`src/rtl/fpmul_initiator_if.sv`:
```
// Operand and result valid/ready channels between the initiator and the FP multiplier.
interface fpmul_initiator_if #(
  parameter int DATA_W = 32
);
  logic [DATA_W-1:0] a;
  logic [DATA_W-1:0] b;
  logic              in_valid;
  logic              in_ready;
  logic [DATA_W-1:0] res_data_i;
  logic              res_valid;
  logic              res_ready;

  modport master (
    output a, b, in_valid, res_ready,
    input  in_ready, res_data_i, res_valid
  );

  modport slave (
    input  a, b, in_valid, res_ready,
    output in_ready, res_data_i, res_valid
  );
endinterface

```
`src/rtl/fpmul_initiator.sv`:
```
// Initiator engine for the FP multiplier: buffers operand pairs, issues them one at a time,
// collects products into a first-word fall-through result FIFO, counts traffic and flags errors.
module fpmul_initiator #(
  parameter int DATA_W = 32,
  parameter int DEPTH  = 8,
  parameter int CNT_W  = 16
) (
  input  logic              clk,
  input  logic              rst,
  input  logic              op_push,
  input  logic [DATA_W-1:0] op_a,
  input  logic [DATA_W-1:0] op_b,
  output logic              op_full,
  output logic              ovf,
  fpmul_initiator_if.master mif,
  input  logic              res_pop,
  output logic [DATA_W-1:0] res_data,
  output logic              res_empty,
  output logic [CNT_W-1:0]  issued_cnt,
  output logic [CNT_W-1:0]  done_cnt,
  output logic              busy,
  output logic              proto_err
);

  localparam int AW = $clog2(DEPTH);

  typedef logic [AW-1:0] ptr_t;
  typedef logic [AW:0]   cnt_t;

  localparam cnt_t FULL_CNT = cnt_t'(DEPTH);

  typedef enum logic [1:0] {
    IDLE,
    ISSUE,
    WAIT_RES
  } state_t;

  state_t r_state;

  logic [2*DATA_W-1:0] r_op_mem [DEPTH];
  ptr_t                r_op_wr;
  ptr_t                r_op_rd;
  cnt_t                r_op_cnt;

  logic [DATA_W-1:0]   r_res_mem [DEPTH];
  ptr_t                r_res_wr;
  ptr_t                r_res_rd;
  cnt_t                r_res_cnt;

  logic [DATA_W-1:0]   r_a;
  logic [DATA_W-1:0]   r_b;
  logic                r_in_valid;
  logic [CNT_W-1:0]    r_issued_cnt;
  logic [CNT_W-1:0]    r_done_cnt;
  logic                r_ovf;
  logic                r_proto_err;

  logic                w_op_full;
  logic                w_op_empty;
  logic                w_op_wr;
  logic                w_op_rd;
  logic [2*DATA_W-1:0] w_op_head;
  logic                w_res_full;
  logic                w_res_empty;
  logic                w_res_ready;
  logic                w_res_wr;
  logic                w_res_rd;

  assign w_op_full   = (r_op_cnt == FULL_CNT);
  assign w_op_empty  = (r_op_cnt == '0);
  assign w_op_wr     = op_push && !w_op_full;
  assign w_op_rd     = (r_state == ISSUE) && mif.in_ready;
  assign w_op_head   = r_op_mem[r_op_rd];

  assign w_res_full  = (r_res_cnt == FULL_CNT);
  assign w_res_empty = (r_res_cnt == '0);
  assign w_res_ready = (r_state == WAIT_RES) && !w_res_full;
  assign w_res_wr    = w_res_ready && mif.res_valid;
  assign w_res_rd    = res_pop && !w_res_empty;

  // Storage arrays carry no reset; pointers and counts define validity.
  always_ff @(posedge clk) begin
    if (w_op_wr) r_op_mem[r_op_wr] <= {op_a, op_b};
    if (w_res_wr) r_res_mem[r_res_wr] <= mif.res_data_i;
  end

  always_ff @(posedge clk) begin
    if (rst) begin
      r_op_wr   <= '0;
      r_op_rd   <= '0;
      r_op_cnt  <= '0;
      r_res_wr  <= '0;
      r_res_rd  <= '0;
      r_res_cnt <= '0;
    end else begin
      if (w_op_wr) r_op_wr <= r_op_wr + ptr_t'(1);
      if (w_op_rd) r_op_rd <= r_op_rd + ptr_t'(1);
      case ({w_op_wr, w_op_rd})
        2'b10:   r_op_cnt <= r_op_cnt + cnt_t'(1);
        2'b01:   r_op_cnt <= r_op_cnt - cnt_t'(1);
        default: r_op_cnt <= r_op_cnt;
      endcase

      if (w_res_wr) r_res_wr <= r_res_wr + ptr_t'(1);
      if (w_res_rd) r_res_rd <= r_res_rd + ptr_t'(1);
      case ({w_res_wr, w_res_rd})
        2'b10:   r_res_cnt <= r_res_cnt + cnt_t'(1);
        2'b01:   r_res_cnt <= r_res_cnt - cnt_t'(1);
        default: r_res_cnt <= r_res_cnt;
      endcase
    end
  end

  always_ff @(posedge clk) begin
    if (rst) begin
      r_state      <= IDLE;
      r_a          <= '0;
      r_b          <= '0;
      r_in_valid   <= 1'b0;
      r_issued_cnt <= '0;
      r_done_cnt   <= '0;
      r_ovf        <= 1'b0;
      r_proto_err  <= 1'b0;
    end else begin
      if (op_push && w_op_full) r_ovf <= 1'b1;
      // A product offered outside WAIT_RES is never accepted, only flagged.
      if (mif.res_valid && (r_state != WAIT_RES)) r_proto_err <= 1'b1;

      case (r_state)
        IDLE: begin
          if (!w_op_empty) begin
            r_a        <= w_op_head[2*DATA_W-1:DATA_W];
            r_b        <= w_op_head[DATA_W-1:0];
            r_in_valid <= 1'b1;
            r_state    <= ISSUE;
          end
        end
        ISSUE: begin
          if (mif.in_ready) begin
            r_in_valid   <= 1'b0;
            r_issued_cnt <= r_issued_cnt + CNT_W'(1);
            r_state      <= WAIT_RES;
          end
        end
        WAIT_RES: begin
          if (w_res_wr) begin
            r_done_cnt <= r_done_cnt + CNT_W'(1);
            r_state    <= IDLE;
          end
        end
        default: begin
          r_in_valid <= 1'b0;
          r_state    <= IDLE;
        end
      endcase
    end
  end

  assign mif.a         = r_a;
  assign mif.b         = r_b;
  assign mif.in_valid  = r_in_valid;
  assign mif.res_ready = w_res_ready;

  assign op_full    = w_op_full;
  assign ovf        = r_ovf;
  assign res_data   = w_res_empty ? '0 : r_res_mem[r_res_rd];
  assign res_empty  = w_res_empty;
  assign issued_cnt = r_issued_cnt;
  assign done_cnt   = r_done_cnt;
  assign busy       = (r_state != IDLE) || !w_op_empty;
  assign proto_err  = r_proto_err;

endmodule

```
`src/flat_wrapper.sv`:
```
// flat-port wrapper written by rule: the top's interface ports become plain ports
module fpmul_initiator_flat 
#(
  parameter int DATA_W = 32,
  parameter int DEPTH  = 8,
  parameter int CNT_W  = 16
)
  (clk, rst, op_push, op_a, op_b, op_full, ovf, res_pop, res_data, res_empty, issued_cnt, done_cnt, busy, proto_err, mif_a, mif_b, mif_in_valid, mif_res_ready, mif_in_ready, mif_res_data_i, mif_res_valid);
  fpmul_initiator_if #(.DATA_W(DATA_W)) mif_i ();
  input  logic clk;
  input  logic rst;
  input  logic op_push;
  input  logic [DATA_W-1:0] op_a;
  input  logic [DATA_W-1:0] op_b;
  output logic op_full;
  output logic ovf;
  input  logic res_pop;
  output logic [DATA_W-1:0] res_data;
  output logic res_empty;
  output logic [CNT_W-1:0] issued_cnt;
  output logic [CNT_W-1:0] done_cnt;
  output logic busy;
  output logic proto_err;
  output wire logic [$bits(mif_i.a)-1:0] mif_a;
  output wire logic [$bits(mif_i.b)-1:0] mif_b;
  output wire logic [$bits(mif_i.in_valid)-1:0] mif_in_valid;
  output wire logic [$bits(mif_i.res_ready)-1:0] mif_res_ready;
  input wire logic [$bits(mif_i.in_ready)-1:0] mif_in_ready;
  input wire logic [$bits(mif_i.res_data_i)-1:0] mif_res_data_i;
  input wire logic [$bits(mif_i.res_valid)-1:0] mif_res_valid;
  assign mif_a = mif_i.a;
  assign mif_b = mif_i.b;
  assign mif_in_valid = mif_i.in_valid;
  assign mif_res_ready = mif_i.res_ready;
  assign mif_i.in_ready = mif_in_ready;
  assign mif_i.res_data_i = mif_res_data_i;
  assign mif_i.res_valid = mif_res_valid;
  fpmul_initiator #(.DATA_W(DATA_W), .DEPTH(DEPTH), .CNT_W(CNT_W)) u_core (.clk(clk), .rst(rst), .op_push(op_push), .op_a(op_a), .op_b(op_b), .op_full(op_full), .ovf(ovf), .mif(mif_i), .res_pop(res_pop), .res_data(res_data), .res_empty(res_empty), .issued_cnt(issued_cnt), .done_cnt(done_cnt), .busy(busy), .proto_err(proto_err));
endmodule
```
`config.mk`:
```
export PLATFORM = sky130hd
export DESIGN_NAME = fpmul_initiator_flat
export DESIGN_NICKNAME = d
export VERILOG_FILES = /design/src/rtl/fpmul_initiator_if.sv /design/src/rtl/fpmul_initiator.sv /design/src/flat_wrapper.sv
export SDC_FILE = /design/constraint.sdc
export NUM_CORES = 1
export LEC_CHECK = 0
export ABC_AREA = 1
export CAP_MARGIN = 30
export CORE_AREA = 2 2 356 253
export DETAILED_ROUTE_END_ITERATION = 10
export DIE_AREA = 0 0 358 255
export GPL_TIMING_DRIVEN = 0
export PLACE_DENSITY = 0.67
export SYNTH_ARGS = -nofsm -noshare
export SYNTH_HDL_FRONTEND = slang
export SYNTH_SLANG_ARGS = --single-unit
```
`constraint.sdc`:
```
create_clock -name clk -period 6.6 [get_ports clk]
set_input_delay 1.32 -clock clk [delete_from_list [all_inputs] [get_ports clk]]
set_output_delay 1.32 -clock clk [all_outputs]
set_load 0.005 [all_outputs]
```
# --- After elaboration in Yosys (flattened, before gate mapping) ---
# Memory sizes are Yosys's and may differ from the RTL's. A register that Yosys moved wholly into a read port is not among the register bits.
# Index checks and enable logic that the tools add are counted.
totals:
  regBits: 57
  ram_bits: 768
  inputBits: 102
  out_inout_bits: 135
  word_cells: 77
  n_memories: 2
mem_list:
  columns: ["memory", "depth", "word_bits", "rd", "rd_ports_with_merged_regs", "wr", "line", "rtl"]
  rows:
  - ["u_core.r_op_mem", 8, 64, 1, 1, 1, "fpmul_initiator.sv:40", "logic [2*DATA_W-1:0] r_op_mem [DEPTH];"]
  - ["u_core.r_res_mem", 8, 32, 1, 1, 1, "fpmul_initiator.sv:45", "logic [DATA_W-1:0] r_res_mem [DEPTH];"]
op_classes:
  addsub: 10
  eq_ne: 12
  muxes: 16
  n_bitwise: 2
  reduce_logical: 23
op_table:
  columns: ["op", "count"]
  rows:
  - ["16-bit by 1-bit adder with 16-bit output (second input constant)", 2]
  - ["32-bit two-way mux", 1]
  - ["4-bit one-hot mux with 2 select lines", 2]
  - ["3-bit by 1-bit adder with 3-bit output (second input constant)", 4]
  - ["4-bit by 1-bit adder with 4-bit output (second input constant)", 2]
  - ["4-bit equality test (second input constant)", 2]
  - ["4-bit zero test", 2]
  - ["4-bit by 1-bit subtractor with 4-bit output (second input constant)", 2]
  - ["1-bit logical AND", 7]
  - ["2-bit by 1-bit equality test with 1-bit output (second input constant)", 3]
  - ["2-bit equality test (second input constant)", 3]
  - ["1-bit two-way mux", 6]
  - ["2-bit two-way mux", 3]
  - ["3-bit two-way mux", 2]
  - ["2-bit != test (second input constant)", 3]
  - ["2-bit one-hot mux with 3 select lines", 1]
  - ["2-bit AND reduction", 3]
  - ["3-bit AND reduction", 2]
  - ["2-bit nonzero test", 3]
  - ["1-bit zero test", 4]
  - ["1-bit one-hot mux with 3 select lines", 1]
  - ["2-bit zero test", 1]
  - ["2-bit by 1-bit != test with 1-bit output (second input constant)", 1]
  - ["1-bit NOT", 2]
  - ["1-bit logical OR", 1]

# --- Depth between registers and ports, before layout ---
depth:
  depth_word: 6
  mapped_depth: 15
  mapped_depth_nobuf: 13

# --- Worst setup path before layout ---
# OpenSTA, ideal clock, no wires.
synth_timing:
  path_kind: "input to register"
  startpoint: "input port op_push"
  endpoint: "memory u_core.r_op_mem[0][0] (netlist bit) (enable)"
  setup_time_ps: 486
  arrival_ps: 4336
  required_ps: 6114
  path_slack_ps: 1778
  path_stages: 4
  path_buffers: 0
  cell_sequence: "nand2_1 > inv_1 > nand2_1 > nor2_1"
synth_between:
  elab_chain_cells: 3
synth_rtl:
  columns: ["element", "line", "rtl"]
  rows:
  - ["start: declaration", "flat_wrapper.sv:12", "input logic op_push;"]
  - ["1-bit logical AND", "fpmul_initiator.sv:71", "assign w_op_wr = op_push && !w_op_full;"]
  - ["1-bit two-way mux", "fpmul_initiator.sv:83", "if (w_op_wr) r_op_mem[r_op_wr] <= {op_a, op_b};"]
  - ["1-bit two-way mux (implied by the code)", "fpmul_initiator.sv:83", null]
  - ["end: declaration", "fpmul_initiator.sv:40", null]
# No other way between the ends.

==> results.cfg <==
[status]
status = completed

[finish]
mostFrequentLayoutCell = edfxtp_1
fin_nets = 3359
drive_gt1_share_pct = 7.03
syn_to_final_growth_pct = 21.3
mostFrequentLayoutCells = edfxtp_1, nor2_1, o21ai_0
design_area_mm2 = 0.0423

[route]
initialDrtViolationCount = 2983
routed_wl_um = 96100
wire_per_inst_um = 21.4
vias_per_cell = 5.34
first_pass_iters = 5
ant_nets = 0
num_vias = 24000
drc_errors = 0

[sta]
min_period_over_period_pct = 67.1
finalSetupViolCount = 0
whs_ns = 0.447
fin_skew_ns = 0.0426
relSlewSlack_pct = 41.8
fmax_mhz = 226
hold_viol = 0
slew_violations = 0
fin_ws_ns = 2.17
worst_slew_pin_slew_ns = 0.871
finalCriticalPeriod_ns = 4.43
rsz0062_at_grt = no

[global_route]
gr-total-overflow = 0
grt_max_degree = 27
antenna_found_initial = 12
grt_pass1_wl_um = 141000
grt_pass1_vias = 22000
global_route.usage.total_pct = 20.7

[synthesis]
synth_cell_type_count = 28
netlist_instances = 2896
synth_fa_ha_area_share_pct = 0.430
ys_ff_latch = 892
ys_top_cells_by_area = edfxtp_1, dfxtp_1, o21ai_0
synth_compound_area_share_pct = 13.4
synth-simple-area-share_pct = 8.87
synth_top_family_by_area = compound AO/OA/AOI/OAI gates
avgSynthCellArea_um2 = 12.0
yosysTopAreaCell = edfxtp_1
yosysWarnings = 0
seq_area_frac_synth_pct = 73.2
synth_mux_area_share_pct = 0
synth_nets = 3010
synth_xor_area_share_pct = 0.276
yosysTopAreaCellShare_pct = 66.1
syn_area_mm2 = 0.0349

[clocking]
post_cts_resize_count = 0
h-tree-depth = 3
cts_buffer_depth = 3
cts.clk_slew.worst_paths_ns = 0.06
clk_latency_ns = 0.67
cts_tree = done
root_buffer = clkbuf_16
numCtsBuffers = 86
cts.sinks = 892
cts_hold_buf = 0
post-cts-setup-buffers = 0

[place]
port_buffers = 235
place_area_mm2 = 0.0394
place_ws_ns = 2.53
dp_hpwl_um = 62100
place_congestion = 0.830

[floorplan]
std_cell_rows = 92
die_area_mm2 = 0.0913
die_w_um = 358
initial_utilization_pct = 39.5
die_y_um = 255
ios = 237
core_area_mm2 = 0.0884

[critical_path]
r2r-start = u_core.r_op_cnt[0]
critical_path_class = reg2out
cp_max_fo = 10
critical_path_required_ns = 5.28
start_kind = flop
end_kind = output port
cp.arrival_ns = 3.11
reg2reg_depth = 9

[min_path]
min-delay-start = u_core.r_res_rd[2]
holdPathStages = 2
hp-class = reg2reg

[power]
vdd_drop_max_uv = 240
leakagePower_uw = 0.0143
cellPowerDensity_mw_per_mm2 = 381

[flow_run]
drv_cap = 0
==> flip-flops by register name (all words and copies together), names as in the netlist, 4 cells and up, named ones only <==
signal             count
u_core.r_op_mem      512
u_core.r_res_cnt       4
u_core.done_cnt       16
u_core.issued_cnt     16
u_core.mif.a          32
u_core.r_op_cnt        4
u_core.r_res_mem     256
u_core.mif.b          32
==> stage by stage <==
step,std cells,util (%),total power (uW),setup TNS (ns)
after floorplan,2896,-,8960,0
after global placement,4306,43.8,10900,-800.22
after detailed placement,4332,44.5,11000,0
after CTS,4490,47.9,16100,0
after global routing,4495,47.9,16800,0
final,4496,47.9,16100,0
==> routing by layer <==
layer / up-vias / wire, um / GRT usage (%)
li1: 11100 / - / -
met4: 14 / 1690 / 5.15
met2: 1134 / 41200 / 29.7
met3: 130 / 10100 / 5.16
met5: - / 80 / 0
met1: 11700 / 43000 / 31.2
==> critical path, stage by stage (launching register included) <==
cell and delay, ns:
dfxtp_1 0.33, inv_1 0.07, buf_2 0.24, clkbuf_1 0.66, nor2_1 0.09, o21ai_1 0.18, o21ai_0 0.10, nor2_1 0.24
clkdlybuf4s50_1 0.57
==> synth_stat cells <==
| master | count |
|---|---|
| nand4_1 | 10 |
| buf_6 | 10 |
| xnor2_1 | 4 |
| xor2_1 | 7 |
| o21a_1 | 1 |
| o21ai_1 | 94 |
| buf_8 | 1 |
| o211ai_1 | 128 |
| nor4_1 | 1 |
| edfxtp_1 | 768 |
| dfxtp_1 | 124 |
| buf_1 | 19 |
| ha_1 | 12 |
| nor3_1 | 7 |
| inv_1 | 133 |
| nand2_1 | 153 |
| buf_4 | 6 |
| and3_1 | 2 |
| buf_2 | 38 |
| inv_2 | 2 |
| nor3b_1 | 1 |
| nor2_1 | 592 |
| nor2_2 | 2 |
| o21bai_1 | 1 |
| clkbuf_1 | 106 |
| a21oi_1 | 168 |
| o21ai_0 | 474 |
| nand3_1 | 32 |
==> where the power goes <==
group / switching [uW] / internal (uW)
Sequential: 198 / 6530
Combinational: 2730 / 1530
Clock: 2180 / 2950
==> cells by family after synthesis <==
logic type,count (synthesis)
xor+xnor,11
compound gates,866
buf+inv,315
flops,892
fa+ha+maj,12
simple gates,800
==> worst paths after layout <==
| kind | end | slack (ns) |
|---|---|---|
| max | res_data[9] | 2.17 |
| min | flop | 0.45 |
| max reg2reg | u_core.r_op_mem[0][15] | 3.75 |
| min reg2reg | flop | 0.45 |
==> area by class of cell <==
cell class                 instances  area [um2]
buffer                           180         832
fill                            7663       46100
sequential                       892       25500
antenna                            6        15.0
tap                             1175        1470
multi-input combinational       1689        8120
timing repair buffer             261        2900
clock buffer                     110        2330
clock inverter                    48         611
inverter                         135         507
Note: power is estimated with default switching activity, not from simulation.
